--- config.mk ---
export PLATFORM = sky130hd
export DESIGN_NAME = fft8_frame_controller
export DESIGN_NICKNAME = d
export VERILOG_FILES = /design/src/rtl/fft8_pkg.sv /design/src/rtl/fft8_frame_buf.sv /design/src/rtl/fft8_frame_controller.sv
export SDC_FILE = /design/constraint.sdc
export NUM_CORES = 1
export LEC_CHECK = 0
export ABC_AREA = 0
export BUFFER_PORTS_ARGS = -buffer_cell sky130_fd_sc_hd__clkbuf_2
export CAP_MARGIN = 20
export CORE_AREA = 3 3 228 230
export CTS_BUF_LIST = sky130_fd_sc_hd__clkbuf_4
export CTS_CLUSTER_SIZE = 40
export DETAILED_ROUTE_END_ITERATION = 16
export DIE_AREA = 0 0 231 233
export PLACE_DENSITY = 0.8
export REMOVE_ABC_BUFFERS = 1
export SLEW_MARGIN = 10
export SYNTH_ARGS = -nofsm -noshare
export SYNTH_HDL_FRONTEND = slang
export SYNTH_SLANG_ARGS = --single-unit
--- constraint.sdc ---
create_clock -name clock -period 29.2 [get_ports clock]
set_clock_uncertainty 0.15 [all_clocks]
set_input_delay 1.46 -clock clock [delete_from_list [all_inputs] [get_ports clock]]
set_output_delay 1.46 -clock clock [all_outputs]
set_load 0.03 [all_outputs]
--- src/rtl/fft8_pkg.sv ---
`default_nettype none
// ============================================================================
// Module      : fft8_pkg
// Description : Shared constants, FSM state type and bus-slicing helper for
//               the 8-point FFT frame controller.
// Revision    : 1.0 - initial release
// ============================================================================
package fft8_pkg;

    localparam int N_PTS = 8;
    localparam int IDX_W = 3;

    typedef enum logic [1:0] {
        LOAD   = 2'd0,
        RUN    = 2'd1,
        UNLOAD = 2'd2
    } state_t;

    // Bit offset of slot 'slot' in a packed bus of equally sized slots.
    function automatic int unsigned slot_lsb(input int unsigned slot, input int unsigned dw);
        return slot * dw;
    endfunction

endpackage
`default_nettype wire

--- src/rtl/fft8_frame_buf.sv ---
`default_nettype none
// ============================================================================
// Module      : fft8_frame_buf
// Description : 8-entry complex register file with a single-slot write port,
//               a whole-frame parallel load, and packed plus serial reads.
// Revision    : 1.0 - initial release
// ============================================================================
module fft8_frame_buf
    import fft8_pkg::*;
#(
    parameter int DW = 16
) (
    input  logic                  clk,
    input  logic                  rst,
    input  logic                  i_wr_en,
    input  logic [IDX_W-1:0]      i_wr_idx,
    input  logic [DW-1:0]         i_wr_re,
    input  logic [DW-1:0]         i_wr_im,
    input  logic                  i_ld_en,
    input  logic [N_PTS*DW-1:0]   i_ld_re,
    input  logic [N_PTS*DW-1:0]   i_ld_im,
    input  logic [IDX_W-1:0]      i_rd_idx,
    output logic [DW-1:0]         o_rd_re,
    output logic [DW-1:0]         o_rd_im,
    output logic [N_PTS*DW-1:0]   o_pk_re,
    output logic [N_PTS*DW-1:0]   o_pk_im
);

    for (genvar k = 0; k < N_PTS; k++) begin : g_slot
        localparam int unsigned c_lsb = slot_lsb(k, DW);

        logic [DW-1:0] r_re;
        logic [DW-1:0] r_im;

        // A frame load takes priority; the two ports are never used together.
        always_ff @(posedge clk or posedge rst) begin
            if (rst) begin
                r_re <= '0;
                r_im <= '0;
            end else if (i_ld_en) begin
                r_re <= i_ld_re[c_lsb +: DW];
                r_im <= i_ld_im[c_lsb +: DW];
            end else if (i_wr_en && (i_wr_idx == IDX_W'(k))) begin
                r_re <= i_wr_re;
                r_im <= i_wr_im;
            end
        end

        assign o_pk_re[c_lsb +: DW] = r_re;
        assign o_pk_im[c_lsb +: DW] = r_im;
    end

    assign o_rd_re = o_pk_re[slot_lsb(32'(i_rd_idx), DW) +: DW];
    assign o_rd_im = o_pk_im[slot_lsb(32'(i_rd_idx), DW) +: DW];

endmodule
`default_nettype wire

--- src/rtl/fft8_frame_controller.sv ---
`default_nettype none
// ============================================================================
// Module      : fft8_frame_controller
// Description : Collects 8 complex samples, runs the FFT core for a fixed
//               latency, then streams the 8 result bins out serially.
// Revision    : 1.0 - initial release
// ============================================================================
module fft8_frame_controller
    import fft8_pkg::*;
#(
    parameter int DW       = 16,
    parameter int CORE_LAT = 40
) (
    input  logic                  clock,
    input  logic                  reset,
    input  logic                  s_valid,
    output logic                  s_ready,
    input  logic [DW-1:0]         s_re,
    input  logic [DW-1:0]         s_im,
    output logic                  core_en,
    output logic [N_PTS*DW-1:0]   core_xin,
    output logic [N_PTS*DW-1:0]   core_yin,
    input  logic [N_PTS*DW:0]     core_xout,
    input  logic [N_PTS*DW:0]     core_yout,
    output logic                  m_valid,
    input  logic                  m_ready,
    output logic [DW-1:0]         m_re,
    output logic [DW-1:0]         m_im,
    output logic [IDX_W-1:0]      m_idx,
    output logic                  m_last,
    output logic                  busy
);

    localparam logic [7:0]       c_lat_last = 8'(CORE_LAT - 1);
    localparam logic [IDX_W-1:0] c_last_idx = IDX_W'(N_PTS - 1);

    state_t             r_state;
    logic [IDX_W-1:0]   r_wcnt;
    logic [IDX_W-1:0]   r_rcnt;
    logic [7:0]         r_lat_cnt;

    logic               w_accept;
    logic               w_capture;
    logic               w_m_fire;
    logic [IDX_W-1:0]   w_rd_idx;
    logic [DW-1:0]      w_obuf_re;
    logic [DW-1:0]      w_obuf_im;
    logic [N_PTS*DW-1:0] w_core_xres;
    logic [N_PTS*DW-1:0] w_core_yres;

    logic [DW-1:0]       w_unused_ibuf_re;
    logic [DW-1:0]       w_unused_ibuf_im;
    logic [N_PTS*DW-1:0] w_unused_obuf_pk_re;
    logic [N_PTS*DW-1:0] w_unused_obuf_pk_im;
    logic                w_unused_xmsb;
    logic                w_unused_ymsb;

    assign w_accept    = (r_state == LOAD) && s_valid && s_ready;
    assign w_capture   = (r_state == RUN) && (r_lat_cnt == c_lat_last);
    assign w_m_fire    = (r_state == UNLOAD) && m_valid && m_ready;
    // The output register always holds the current bin, so the buffer is read one ahead.
    assign w_rd_idx    = r_rcnt + IDX_W'(1);
    assign w_core_xres = core_xout[N_PTS*DW-1:0];
    assign w_core_yres = core_yout[N_PTS*DW-1:0];
    assign w_unused_xmsb = core_xout[N_PTS*DW];
    assign w_unused_ymsb = core_yout[N_PTS*DW];

    fft8_frame_buf #(.DW(DW)) u_ibuf (
        .clk      (clock),
        .rst      (reset),
        .i_wr_en  (w_accept),
        .i_wr_idx (r_wcnt),
        .i_wr_re  (s_re),
        .i_wr_im  (s_im),
        .i_ld_en  (1'b0),
        .i_ld_re  ('0),
        .i_ld_im  ('0),
        .i_rd_idx ('0),
        .o_rd_re  (w_unused_ibuf_re),
        .o_rd_im  (w_unused_ibuf_im),
        .o_pk_re  (core_xin),
        .o_pk_im  (core_yin)
    );

    fft8_frame_buf #(.DW(DW)) u_obuf (
        .clk      (clock),
        .rst      (reset),
        .i_wr_en  (1'b0),
        .i_wr_idx ('0),
        .i_wr_re  ('0),
        .i_wr_im  ('0),
        .i_ld_en  (w_capture),
        .i_ld_re  (w_core_xres),
        .i_ld_im  (w_core_yres),
        .i_rd_idx (w_rd_idx),
        .o_rd_re  (w_obuf_re),
        .o_rd_im  (w_obuf_im),
        .o_pk_re  (w_unused_obuf_pk_re),
        .o_pk_im  (w_unused_obuf_pk_im)
    );

    always_ff @(posedge clock or posedge reset) begin
        if (reset) begin
            r_state   <= LOAD;
            r_wcnt    <= '0;
            r_rcnt    <= '0;
            r_lat_cnt <= '0;
            s_ready   <= 1'b0;
            core_en   <= 1'b0;
            busy      <= 1'b0;
            m_valid   <= 1'b0;
            m_re      <= '0;
            m_im      <= '0;
            m_idx     <= '0;
            m_last    <= 1'b0;
        end else begin
            case (r_state)
                LOAD: begin
                    s_ready <= 1'b1;
                    if (w_accept) begin
                        r_wcnt <= r_wcnt + IDX_W'(1);
                        if (r_wcnt == c_last_idx) begin
                            s_ready   <= 1'b0;
                            core_en   <= 1'b1;
                            busy      <= 1'b1;
                            r_lat_cnt <= '0;
                            r_state   <= RUN;
                        end
                    end
                end

                RUN: begin
                    r_lat_cnt <= r_lat_cnt + 8'd1;
                    // Bin 0 goes straight to the output register; the rest come from obuf.
                    if (w_capture) begin
                        core_en <= 1'b0;
                        m_valid <= 1'b1;
                        m_re    <= w_core_xres[DW-1:0];
                        m_im    <= w_core_yres[DW-1:0];
                        m_idx   <= '0;
                        m_last  <= 1'b0;
                        r_rcnt  <= '0;
                        r_state <= UNLOAD;
                    end
                end

                UNLOAD: begin
                    if (w_m_fire) begin
                        if (r_rcnt == c_last_idx) begin
                            m_valid <= 1'b0;
                            m_last  <= 1'b0;
                            m_idx   <= '0;
                            r_rcnt  <= '0;
                            r_wcnt  <= '0;
                            s_ready <= 1'b1;
                            busy    <= 1'b0;
                            r_state <= LOAD;
                        end else begin
                            r_rcnt <= w_rd_idx;
                            m_idx  <= w_rd_idx;
                            m_re   <= w_obuf_re;
                            m_im   <= w_obuf_im;
                            m_last <= (w_rd_idx == c_last_idx);
                        end
                    end
                end

                default: r_state <= LOAD;
            endcase
        end
    end

endmodule
`default_nettype wire
==> parameters.txt <==
Parameter                              Value

Yosys
  Fraction of synthesis flops using an asynchronous set or reset pin    100%
  Area share of xor/xnor cells in the synthesized design    0.186%
  Ys flop type    dfrtp_1
  Area share of and/or/nand/nor cells after synthesis    4.80%
  Synthesis Warnings    0
  Compound-cell area share of the yosys netlist    3.31%
  Largest family of logic cells by synthesized area    multiplexers
  Most area-hungry cell type in the Yosys netlist    dfrtp_1
  Multiplexer fraction of the synthesized cell area    28.5%
  Synthesized cell area    0.0236 mm^2
  Synthesized-area fraction occupied by adder cells    0.531%
  Share of Yosys cell area claimed by the top area cell type    60.0%
  Post-synthesis cell count    1667
  Post-Syn Area per Cell    14.1 um^2
  Number of unique standard cell types used by synthesis    39
  Count of flip-flops with a built-in enable after synthesis    0
  Top cells by area in the synthesized netlist    dfrtp_1, mux2_2, mux2i_1
  Share of synthesized area occupied by flip-flops and latches    60.0%
  Post-synthesis register bit count    565

Floorplan
  Width of the die    231 um
  Initial Util    47.0%
  Number of placement rows    82
  Num ports    590
  Height of the die    233 um
  Core area    0.0501 mm^2
  Die ar.    0.0538 mm^2

Global route
  Via count of the first global-routing pass    18030
  Largest net degree at the start of global routing    207
  Total global routing track utilization    25.1%
  GRT Residual Overflow    0
  Global-route wire length before repair    103000 um
  Antenna violations before repair    13

Placed design
  Final Wtd Congestion    0.858
  Count of buffers from port buffering    587
  Total cell area at the placement stage    0.0270 mm^2
  DP Wirelength    46100 um

Timing
  Time the worst path needs with I/O delays and setup    4.22 ns
  Post-route setup TNS    0 ns
  Count of pins over their slew limit    0
  F_max    237 MHz
  Remaining max-slew budget at the tightest pin    10.6%
  Final Hold Violating Endpoints    0
  Setup violation total in the final timing report    0
  RSZ-0062 raised after global routing    false
  Share of the cycle needed by the critical path after routing    14.4%
  Post-route worst hold slack    0.321 ns
  Actual slew at the worst max-slew pin    1.34 ns

Critical path
  Worst-path fanout max    48
  Worst Setup Path Type    flip-flop to flip-flop
  Critical Path Source Type    flip-flop
  Cells along the critical path    ha_1 > ha_4 > buf_4 > buf_4 > mux2i_1 > a22oi_1 > nand3_1 > a31oi_1
  Crit path max-delay cell type    buf_4
  Data required time at the worst endpoint    29.84 ns
  Largest stage delay on the critical path    0.81 ns
  Buffer and inverter count on the worst path    2
  Critical Path AT    4.86 ns
  Sort of element at the end of the critical path    flip-flop
  Cell type group with the largest total delay on the critical path    buffers and inverters
  Most frequent cell on the critical path    buf_4

Routing
  Iteration count of the initial detailed-routing pass    7
  Via count    16685
  Count of routing violations after the opening detailed-route iteration    1029
  Post-DR wirelength/cell    22.0 um
  Number of design rule violations left after detail routing    0
  Total length of routed wires    68200 um
  Routed Antenna Nets    0
  Avg Vias per Cell    5.37

Power
  Power density over the cells    92.7 mW/mm^2
  Total power consumption of the routed design    2680 uW
  Peak supply drop    0.0934 mV
  Leak    0.0146 uW

Outcome
  Run status    completed

CTS
  Root buffer cell    clkbuf_4
  Sinks on Clock Net    565
  Hold buffer count at CTS    0
  Clk Latency, worst-skew pair    0.97 ns
  Cts bufs inserted    152
  Cells resized by post-CTS repair    0
  Clock input transition at the sequential cells of the worst setup and hold paths    0.06 ns
  Max Buffers Root-to-Sink    3
  Clock tree from TritonCTS    done
  H-tree depth reported by CTS    4
  Setup Fix Bufs, Post-CTS    0

Finish
  Fin area    0.0289 mm^2
  Area added between synthesis and finish    22.9%
  Number of nets in the finished design    2623
  Ratio of cells with drive above 1 in the final layout    55.6%

Flow run
  # Max-Cap Violations    0

Worst hold path
  Hold crit path type    flip-flop to flip-flop
-- power by group --
| group | switching [uW] | total [uW] | leakage (uW) | internal, uW |
|---|---|---|---|---|
| Sequential | 111 | 1080 | 0.00744 | 972 |
| Combinational | 611 | 905 | 0.00607 | 294 |
| Clock | 329 | 694 | 0.00114 | 365 |
| Total | 1050 | 2680 | 0.0146 | 1630 |
-- cell usage after synthesis (3+ instances only) --
library cell / n
dfrtp_1: 565
mux2_2: 482
nand2_1: 143
mux2i_1: 128
a22oi_1: 64
clkbuf_1: 44
nand3_1: 36
nor3_1: 35
a31oi_1: 34
buf_1: 24
buf_6: 20
buf_2: 13
ha_1: 10
nor2_1: 10
o21ai_0: 10
inv_1: 7
buf_4: 6
xnor2_1: 5
nor4b_1: 4
nor2b_1: 3
-- flip-flops by register name, indices dropped and copies added (netlist names), 3 cells and up --
signal              flops
r_lat_cnt               8
u_ibuf.g_slot.r_re    128
u_obuf.g_slot.r_re    128
m_im                   16
u_obuf.g_slot.r_im    128
r_rcnt                  3
u_ibuf.g_slot.r_im    128
m_re                   16
r_wcnt                  3
-- layout by cell type, fill, tap and decap left out, drive strengths merged, types with 10 or more instances in the layout --
cell,netlist,layout
nor3,35,35
mux2i,128,128
mux2,483,483
dfrtp,565,565
ha,10,10
nand2,143,143
clkinv,0,29
a22oi,64,64
nor2,10,10
inv,7,12
nand3,36,36
clkbuf,44,808
a31oi,34,34
o21ai,10,10
buf,63,18
-- area by class of cell --
class	instances	area (um^2)
well taps	672	841
repair buffers	605	3140
diodes	8	20.0
flip-flops and latches	565	14100
fillers	4011	21100
inverters	7	33.8
clock buffers	221	1660
multi-input cells	988	8880
clock inverters	39	235
-- worst min-delay path, delay by kind of cell (launching register included) --
kind          cells  cell delay [ns]
flops             1             0.33
simple gates      2             0.11
-- per-layer routing --
layer | part of all wire (%) | vias to the layer above | wire, um | GRT usage [%]
met2 | 48 | 706 | 33100 | 41.2
met3 | 10 | 137 | 6960 | 10.6
met5 | 0.12 | - | 80 | 0
met1 | 38 | 8471 | 25800 | 28.7
li1 | - | 7359 | - | -
met4 | 3.3 | 12 | 2270 | 11.6
-- path summary, 6_finish.rpt --
check | startpoint | end | cells after the start | slack (ns)
worst max-delay path | r_rcnt[0] | m_im[8] | 8 | 24.98
worst min-delay path | busy | busy | 2 | 0.32
worst max register to register | r_rcnt[0] | m_im[8] | 8 | 24.98
worst min register to register | busy | busy | 2 | 0.32
max in group asynchronous | reset | u_obuf.g_slot[7].r_im[10] | 6 | 25.46
min in group asynchronous | reset | u_ibuf.g_slot[6].r_im[0] | 2 | 0.49
-- cells by family (layout without fill, tap and decap cells) --
logic type	Yosys count	after routing
compound gates	113	113
other cells	0	8
mux	611	611
buf+inv	114	872
xor+xnor	5	5
flops	565	565
fa+ha+maj	10	10
simple gates	249	249
-- metrics by stage --
| stage | utilization (%) | cells | setup slack [ns] |
|---|---|---|---|
| 2_1_floorplan | - | 1560 | 11.79 |
| 3_3_place_gp | 53.9 | 2834 | 24.28 |
| 3_5_place_dp | 53.9 | 2835 | 24.17 |
| 4_1_cts | 57.7 | 3095 | 24.92 |
| 5_1_grt | 57.8 | 3104 | 24.79 |
| 6_report | 57.8 | 3105 | 24.98 |
(Power assumes the default switching activity.)
